### config.mk
export PLATFORM = sky130hd
export DESIGN_NAME = pipe_stage_reg
export DESIGN_NICKNAME = d
export VERILOG_FILES = /design/src/rtl/pipe_stage_reg.sv
export SDC_FILE = /design/constraint.sdc
export NUM_CORES = 1
export LEC_CHECK = 0
export CORE_MARGIN = 1
export CORE_UTILIZATION = 40
export CTS_BUF_LIST = sky130_fd_sc_hd__clkbuf_16
export CTS_CLUSTER_DIAMETER = 100
export DETAILED_ROUTE_END_ITERATION = 6
export PLACE_DENSITY = 0.75
export SLEW_MARGIN = 5
export SYNTH_ARGS = -nofsm -noshare
export SYNTH_HDL_FRONTEND = slang
export SYNTH_SLANG_ARGS = --single-unit
### constraint.sdc
create_clock -name CLK -period 3.35 [get_ports CLK]
set_input_delay 0.67 -clock CLK [delete_from_list [all_inputs] [get_ports CLK]]
set_output_delay 0.67 -clock CLK [all_outputs]
set_load 0.005 [all_outputs]
### src/rtl/pipe_stage_reg.sv
// pipe_stage_reg: handshake-driven pipeline stage register.
//
// Holds an opaque packed stage payload in a two-entry (main + skid) buffer
// with valid/ready flow control, synchronous flush and a fixed bubble value
// presented whenever no valid entry is held.
//
// Ports:
//   CLK        rising-edge clock
//   nRST       asynchronous active-low reset
//   in_valid   upstream offers in_data
//   in_ready   block can accept (function of registered state only)
//   in_data    packed payload from the upstream stage
//   flush      synchronous discard of all held entries
//   out_valid  out_data holds a valid entry
//   out_ready  downstream consumes out_data (low = stall)
//   out_data   oldest held entry, or BUBBLE_VAL when empty
//   count      number of held entries (0..2)
//
// Optional build macro PIPE_STAGE_PERF_EN adds:
//   clr_cnt    synchronous clear of both counters
//   stall_cnt  saturating count of cycles with out_valid & !out_ready
//   squash_cnt saturating count of flush edges that discarded entries
module pipe_stage_reg #(
   parameter int unsigned       DATA_W     = 128,
   parameter logic [DATA_W-1:0] BUBBLE_VAL = {DATA_W{1'b0}}
`ifdef PIPE_STAGE_PERF_EN
   ,
   parameter int unsigned       CNT_W      = 16
`endif
) (
   input  logic              CLK,
   input  logic              nRST,
   input  logic              in_valid,
   output logic              in_ready,
   input  logic [DATA_W-1:0] in_data,
   input  logic              flush,
   output logic              out_valid,
   input  logic              out_ready,
   output logic [DATA_W-1:0] out_data,
   output logic [1:0]        count
`ifdef PIPE_STAGE_PERF_EN
   ,
   input  logic              clr_cnt,
   output logic [CNT_W-1:0]  stall_cnt,
   output logic [CNT_W-1:0]  squash_cnt
`endif
);

   typedef enum logic [1:0] {StEmpty, StOne, StFull} state_e;

   state_e            state_q, state_d;
   logic [DATA_W-1:0] main_q, main_d;
   logic [DATA_W-1:0] skid_q, skid_d;

   logic acc;
   logic drn;

   // Outputs derive from registered state only, so in_ready never combines
   // with out_ready and the stall path between stages stays cut.
   assign out_data  = main_q;
   assign out_valid = (state_q != StEmpty);
   assign in_ready  = (state_q != StFull);

   assign acc = in_valid & in_ready;
   assign drn = out_valid & out_ready;

   always_comb begin
      count = 2'd0;
      case (state_q)
         StOne:   count = 2'd1;
         StFull:  count = 2'd2;
         default: count = 2'd0;
      endcase
   end

   always_comb begin
      state_d = state_q;
      main_d  = main_q;
      skid_d  = skid_q;
      if (flush) begin
         // Flush wins over acc and drn; a same-cycle drn is still consumed
         // downstream, we simply drop our copy.
         state_d = StEmpty;
         main_d  = BUBBLE_VAL;
         skid_d  = BUBBLE_VAL;
      end else begin
         case (state_q)
            StEmpty: begin
               if (acc) begin
                  main_d  = in_data;
                  state_d = StOne;
               end
            end
            StOne: begin
               case ({acc, drn})
                  2'b10: begin
                     skid_d  = in_data;
                     state_d = StFull;
                  end
                  2'b11: begin
                     // Pass-through: refill main as it drains.
                     main_d = in_data;
                  end
                  2'b01: begin
                     main_d  = BUBBLE_VAL;
                     state_d = StEmpty;
                  end
                  default: ;
               endcase
            end
            StFull: begin
               if (drn) begin
                  main_d  = skid_q;
                  skid_d  = BUBBLE_VAL;
                  state_d = StOne;
               end
            end
            default: begin
               state_d = StEmpty;
               main_d  = BUBBLE_VAL;
               skid_d  = BUBBLE_VAL;
            end
         endcase
      end
   end

   always_ff @(posedge CLK or negedge nRST) begin
      if (!nRST) begin
         state_q <= StEmpty;
         main_q  <= BUBBLE_VAL;
         skid_q  <= BUBBLE_VAL;
      end else begin
         state_q <= state_d;
         main_q  <= main_d;
         skid_q  <= skid_d;
      end
   end

`ifdef PIPE_STAGE_PERF_EN
   logic [CNT_W-1:0] stall_cnt_q, stall_cnt_d;
   logic [CNT_W-1:0] squash_cnt_q, squash_cnt_d;

   assign stall_cnt  = stall_cnt_q;
   assign squash_cnt = squash_cnt_q;

   always_comb begin
      stall_cnt_d  = stall_cnt_q;
      squash_cnt_d = squash_cnt_q;
      if (clr_cnt) begin
         stall_cnt_d  = '0;
         squash_cnt_d = '0;
      end else begin
         // Both counters stick at all-ones instead of wrapping.
         if (out_valid && !out_ready && !(&stall_cnt_q)) begin
            stall_cnt_d = stall_cnt_q + CNT_W'(1);
         end
         if (flush && (state_q != StEmpty) && !(&squash_cnt_q)) begin
            squash_cnt_d = squash_cnt_q + CNT_W'(1);
         end
      end
   end

   always_ff @(posedge CLK or negedge nRST) begin
      if (!nRST) begin
         stall_cnt_q  <= '0;
         squash_cnt_q <= '0;
      end else begin
         stall_cnt_q  <= stall_cnt_d;
         squash_cnt_q <= squash_cnt_d;
      end
   end
`endif

endmodule
==> results of run 1 <==
[area by class of cell]
type | instances | area [um^2]
diodes | 2 | 5.00
flip-flops and latches | 258 | 6460
multi-input cells | 660 | 4020
clock buffers | 29 | 726
clock inverters | 22 | 174
inverters | 130 | 488
repair buffers | 284 | 2940
well taps | 378 | 473
fillers | 2463 | 12800
[registers in the layout (all words and copies together) (netlist names)]
name      cells
skid_q      128
state_q       2
out_data    128
[stage by stage]
step | area (um^2) | cells | worst slack (ns) | hold WS [ns] | util
6_report | 15300 | 1763 | 0.666 | 0.183 | 0.544
2_1_floorplan | 11500 | 1136 | 1.54 | 0.374 | -
5_1_grt | 15300 | 1762 | 0.617 | 0.251 | 0.544
3_5_place_dp | 14400 | 1710 | 0.579 | 0.513 | 0.512
4_1_cts | 15300 | 1761 | 0.663 | 0.220 | 0.544
3_3_place_gp | 14400 | 1710 | 0.653 | 0.506 | 0.512
[placed cells by master (no fill, tap or decap)]
| cell type | count |
|---|---|
| clkinvlp_4 | 2 |
| bufinv_16 | 3 |
| dfrtp_1 | 258 |
| nand2b_1 | 1 |
| nand2_1 | 128 |
| or2_2 | 1 |
| diode_2 | 2 |
| a22oi_1 | 128 |
| clkbuf_16 | 29 |
| buf_4 | 9 |
| clkinv_2 | 4 |
| a21oi_1 | 130 |
| a311oi_4 | 1 |
| clkinv_1 | 8 |
| a21oi_4 | 1 |
| nor2b_4 | 1 |
| buf_8 | 1 |
| clkdlybuf4s50_1 | 263 |
| buf_12 | 11 |
| nor2_1 | 130 |
| nor3b_1 | 1 |
| nor2b_1 | 2 |
| o22a_1 | 2 |
| mux2i_1 | 130 |
| nor4b_1 | 1 |
| nor3_1 | 1 |
| nor2_4 | 2 |
| inv_1 | 135 |
[kinds of logic after synthesis]
| group | Yosys count | synth area share |
|---|---|---|
| AO/OA/AOI/OAI | 262 | 0.143 |
| flip-flops | 258 | 0.561 |
| AND/OR/NAND/NOR | 268 | 0.0893 |
| buffers and inverters | 218 | 0.0939 |
| multiplexers | 130 | 0.113 |
[path summary, 6_finish.rpt]
check                                            end  slack [ns]
max in group asynchronous   out_data[40]$_DFFE_PN0P_        2.33
setup / recovery                            count[1]        0.67
hold / removal             out_data[110]$_DFFE_PN0P_        0.18
min in group CLK               skid_q[9]$_DFFE_PN0P_        0.52
setup reg to reg               skid_q[8]$_DFFE_PN0P_        1.49
hold reg to reg                skid_q[9]$_DFFE_PN0P_        0.52
[worst max-delay path: cells and delay by family (launching register included)]
family / cells / cell delay, ns
buffers and inverters: 2 / 0.72
DFF: 1 / 0.49
and+or+nand+nor: 1 / 0.27
[power groups by stage]
stage / Clock [mW] / Sequential [mW] / Combinational (mW)
after floorplan: 0 / 3.60 / 0.574
after global placement: 0 / 3.60 / 1.33
after detailed placement: 0 / 3.61 / 1.36
after CTS: 3.11 / 3.56 / 1.37
after global routing: 3.21 / 3.59 / 1.49
final: 3.02 / 3.56 / 1.35
[metal layers]
layer | global-route usage | vias up | wire [um]
met5 | 0 | - | 0
met4 | 0.0769 | 0 | 1160
li1 | - | 4238 | -
met2 | 0.348 | 260 | 14300
met1 | 0.253 | 4518 | 12400
met3 | 0.0414 | 59 | 1890
==> flow_summary.yaml, run 1 <==
sta:
  min_period_ns: 2.68
  slew_headroom: 0.461
  worstMarginPinSlew_ns: 0.808
  hold_viol: 0
  slew_violations: 0
  fin_tns_setup_ns: 0
  clock_skew_ns: 0.00962
  period_share: 0.801
  rsz0062_at_grt: "no"
  fmax_ghz: 0.373
  setup_violations: 0
drt:
  drc_errors: 0
  drtIter0Drc: 607
  first_pass_iters: 5
  routed_wl_um: 29800
  wl_per_cell_um: 16.9
  final_antenna_net_count: 0
  via_count: 9075
  drt-vias-per-instance: 5.15
floorplanning:
  row_count: 61
  die_width_um: 172
  fp.dieH_um: 172
  io_pins: 265
  core-area_mm2: 0.0281
  initial_core_util: 0.410
  die-area_mm2: 0.0295
power_and_ir_drop:
  power_frac_seq: 0.449
  ir_drop_mv: 0.351
  p_sw_frac: 0.255
  total_power_mw: 7.94
  internal_power_mw: 5.91
  power.share.clock: 0.381
  p_per_area_mw_per_mm2: 519
  p_sw_mw: 2.02
  comb_power_share: 0.170
  p_leak_nw: 6.66
global_route:
  grt_util_all_layers: 0.204
  grt_first_pass_wirelength_um: 47900
  antenna_found_initial: 2
  grt_pass1_vias: 9361
  grt_max_degree: 103
  grt.overflow.total: 0
logic_synthesis:
  yosysWarnings: 0
  synth_area_leaders: "dfrtp_1 56%, mux2i_1 11%, a22oi_1 8.3%, a21oi_1 5.7%, nor2_1 4.3%"
  synth_top_flop_cell: "dfrtp_1"
  synth-seq-area-share: 0.561
  syn_nets: 1269
  ys_ff_latch: 258
  ys_async_sr_fraction: 1.00
  yosysMostFrequentCell: "dfrtp_1"
  avgSynthCellArea_um2: 10.1
  synth_edf_count: 0
  postSynthCellCount: 1136
  yosys.area.top_type: "dfrtp_1"
  synth_top_area_frac: 0.561
  synth_common_cells: "258 x dfrtp_1, 132 x nor2_1, 131 x a21oi_1, 130 x inv_1, 130 x mux2i_1"
  synth_area_mm2: 0.0115
  synth.distinct_cells: 20
critical_path:
  startpoint_type: "flop"
  end_kind: "primary output"
  crit_path_max_fanout: 9
  required_ns: 2.68
  crit_start: "state_q[0]$_DFFE_PN0P_"
  slowest_delay_ns: 0.60
  cpMaxStageDelayCell: "clkdlybuf4s50_1"
  crit_type: "reg -> out"
  arrival_ns: 2.01
  reg2reg_from: "state_q[0]$_DFFE_PN0P_"
  path_cells: "nand2b_1, inv_1, clkdlybuf4s50_1"
  rr_worst_depth: 5
placement:
  place_congestion: 0.731
  port_buffers: 264
  hpwl_um: 18400
clocking:
  post-cts-setup-buffers: 0
  cts_tree: "yes"
  cts_max_path_buffers: 3
  cts_inserted_buffers: 28
  cts_sinks: 258
  cts_resized: 0
  postCtsHoldBufs: 0
  clkSlewWorstSetupHoldPaths_ns: 0.06
  cts_max_level: 1
  clock_latency_ns: 0.54
  root_buffer: "clkbuf_16"
cells_and_area:
  drive_gt1_frac: 0.0470
  final_net_count: 1495
  syn_to_final_growth_pct: 32.7
hold_path:
  worstHoldPathType: "in -> async"
status:
  status: "completed"
flow_run:
  cap_violations: 0
Power figures use the tool's default switching activity.
==> run 2, diff against run 1 <==
==> constraint.sdc (replaced) <==
create_clock -name CLK -period 2.7 [get_ports CLK]
set_input_delay 0.54 -clock CLK [delete_from_list [all_inputs] [get_ports CLK]]
set_output_delay 0.54 -clock CLK [all_outputs]
set_load 0.005 [all_outputs]
==> flow_summary.yaml, run 2 (same netlist as run 1, synthesis figures left out) <==
sta:
  clock_skew_ns: 0.00585
  slew_violations: 0
  fin_tns_setup_ns: 0
  setup_violations: 0
  worstMarginPinSlew_ns: 0.741
  rsz0062_at_grt: "no"
  slew_headroom: 0.506
  fmax_ghz: 0.398
  period_share: 0.931
  setup_ws_ns: 0.186
  min_period_ns: 2.51
  hold_viol: 0
status:
  status: "completed"
drt:
  first_pass_iters: 5
  drc_errors: 0
  wl_per_cell_um: 16.7
  routed_wl_um: 29600
  drtIter0Drc: 729
  drt-vias-per-instance: 5.13
  via_count: 9084
  final_antenna_net_count: 0
critical_path:
  crit_path_max_fanout: 9
  reg2reg_from: "state_q[0]$_DFFE_PN0P_"
  arrival_ns: 1.97
  startpoint_type: "flop"
  end_kind: "primary output"
  required_ns: 2.16
  crit_start: "state_q[0]$_DFFE_PN0P_"
  crit_type: "reg -> out"
cells_and_area:
  final_net_count: 1507
  syn_to_final_growth_pct: 33.9
  final_cells: 1772
  n_fill_cell: 2472
  final_area_mm2: 0.0154
  seq_area_mm2: 0.00646
  final_common_cell: "clkdlybuf4s50_1"
  antenna_cells: 0
  final_cell_mix: "263 x clkdlybuf4s50_1, 258 x dfrtp_1, 134 x inv_1"
  drive_gt1_frac: 0.0574
  multi_input_comb_area_mm2: 0.00402
placement:
  port_buffers: 264
  hpwl_um: 19100
  place_congestion: 0.778
  place_area_mm2: 0.0145
  pre_cts_slack_ns: 0.168
  placed_cells: 1722
floorplanning:
  fp.dieH_um: 172
  io_pins: 265
  die_width_um: 172
  row_count: 61
  die-area_mm2: 0.0295
  initial_core_util: 0.410
  core-area_mm2: 0.0281
global_route:
  grt_first_pass_wirelength_um: 48000
  grt_pass1_vias: 9383
  grt_max_degree: 95
  antenna_found_initial: 0
  grt_util_all_layers: 0.203
  grt.overflow.total: 0
clocking:
  cts_max_path_buffers: 3
  root_buffer: "clkbuf_16"
  cts_sinks: 258
  clkSlewWorstSetupHoldPaths_ns: 0.06
  cts_max_level: 1
  postCtsHoldBufs: 0
  clock_latency_ns: 0.52
  cts_inserted_buffers: 28
  cts_tree: "yes"
  post-cts-setup-buffers: 0
  cts_resized: 0
flow_run:
  cap_violations: 0
hold_path:
  worstHoldPathType: "in -> async"
power_and_ir_drop:
  ir_drop_mv: 0.448
  total_power_mw: 9.77
  p_leak_nw: 6.75
  p_per_area_mw_per_mm2: 634
-- run 2: cell count changes in the layout (fill, tap and decap cells not counted), sizes merged --
cell,delta
buf,+12
bufinv,-1
clkinv,+3
clkinvlp,-2
diode,-2
inv,-1
-- run 2: worst paths after layout --
kind                                        endpoint  slack [ns]  cells past startpoint
setup / recovery                            count[1]        0.19                      3
hold / removal             out_data[108]$_DFFE_PN0P_        0.05                      1
setup reg to reg              skid_q[57]$_DFFE_PN0P_        0.81                      5
hold reg to reg               skid_q[37]$_DFFE_PN0P_        0.52                      2
max in group asynchronous     skid_q[56]$_DFFE_PN0P_        1.84                      2
min in group CLK              skid_q[37]$_DFFE_PN0P_        0.52                      2
-- run 2: worst max-delay path, stage by stage, from the launching register on --
cell             delay, ns
dfrtp_1               0.49
nand2b_1              0.27
inv_1                 0.12
clkdlybuf4s50_1       0.57
-- run 2: area by class of cell --
type | count | share of cell area
Tap cell | 378 | 0.0307
Sequential cell | 258 | 0.419
Timing Repair Buffer | 296 | 0.201
Clock inverter | 21 | 0.00958
Inverter | 130 | 0.0317
Clock buffer | 29 | 0.0471
Multi-Input combinational cell | 660 | 0.261
-- run 2: stage by stage --
stage | hold WS (ns) | utilization
final | 0.0506 | 0.549
after global routing | 0.0927 | 0.549
after CTS | 0.0571 | 0.549
after floorplan | 0.244 | -
after detailed placement | 0.512 | 0.518
after global placement | 0.506 | 0.518
-- run 2: per-layer routing --
metal  track usage  part of all wire  vias up
li1              -                 -     4259
met4        0.0668             0.025        0
met1         0.262              0.42     4470
met2         0.347              0.49      303
met3        0.0313             0.060       52
met5             0                 0        -
-- run 2: where the power goes --
part | internal [mW] | total (mW) | switching (mW) | leakage, nW
logic | 0.947 | 1.71 | 0.765 | 2.93
registers | 4.21 | 4.42 | 0.214 | 3.37
clock network | 2.12 | 3.64 | 1.52 | 0.454
==> run 3, diff against run 2 <==
--- a/config.mk
+++ b/config.mk
@@ -5,6 +5,7 @@
 export SDC_FILE = /design/constraint.sdc
 export NUM_CORES = 1
 export LEC_CHECK = 0
+export CAP_MARGIN = 20
 export CORE_MARGIN = 1
 export CORE_UTILIZATION = 40
 export CTS_BUF_LIST = sky130_fd_sc_hd__clkbuf_16
==> results of run 3 <==
Final layout, timing and power as in run 2 (identical DEF).
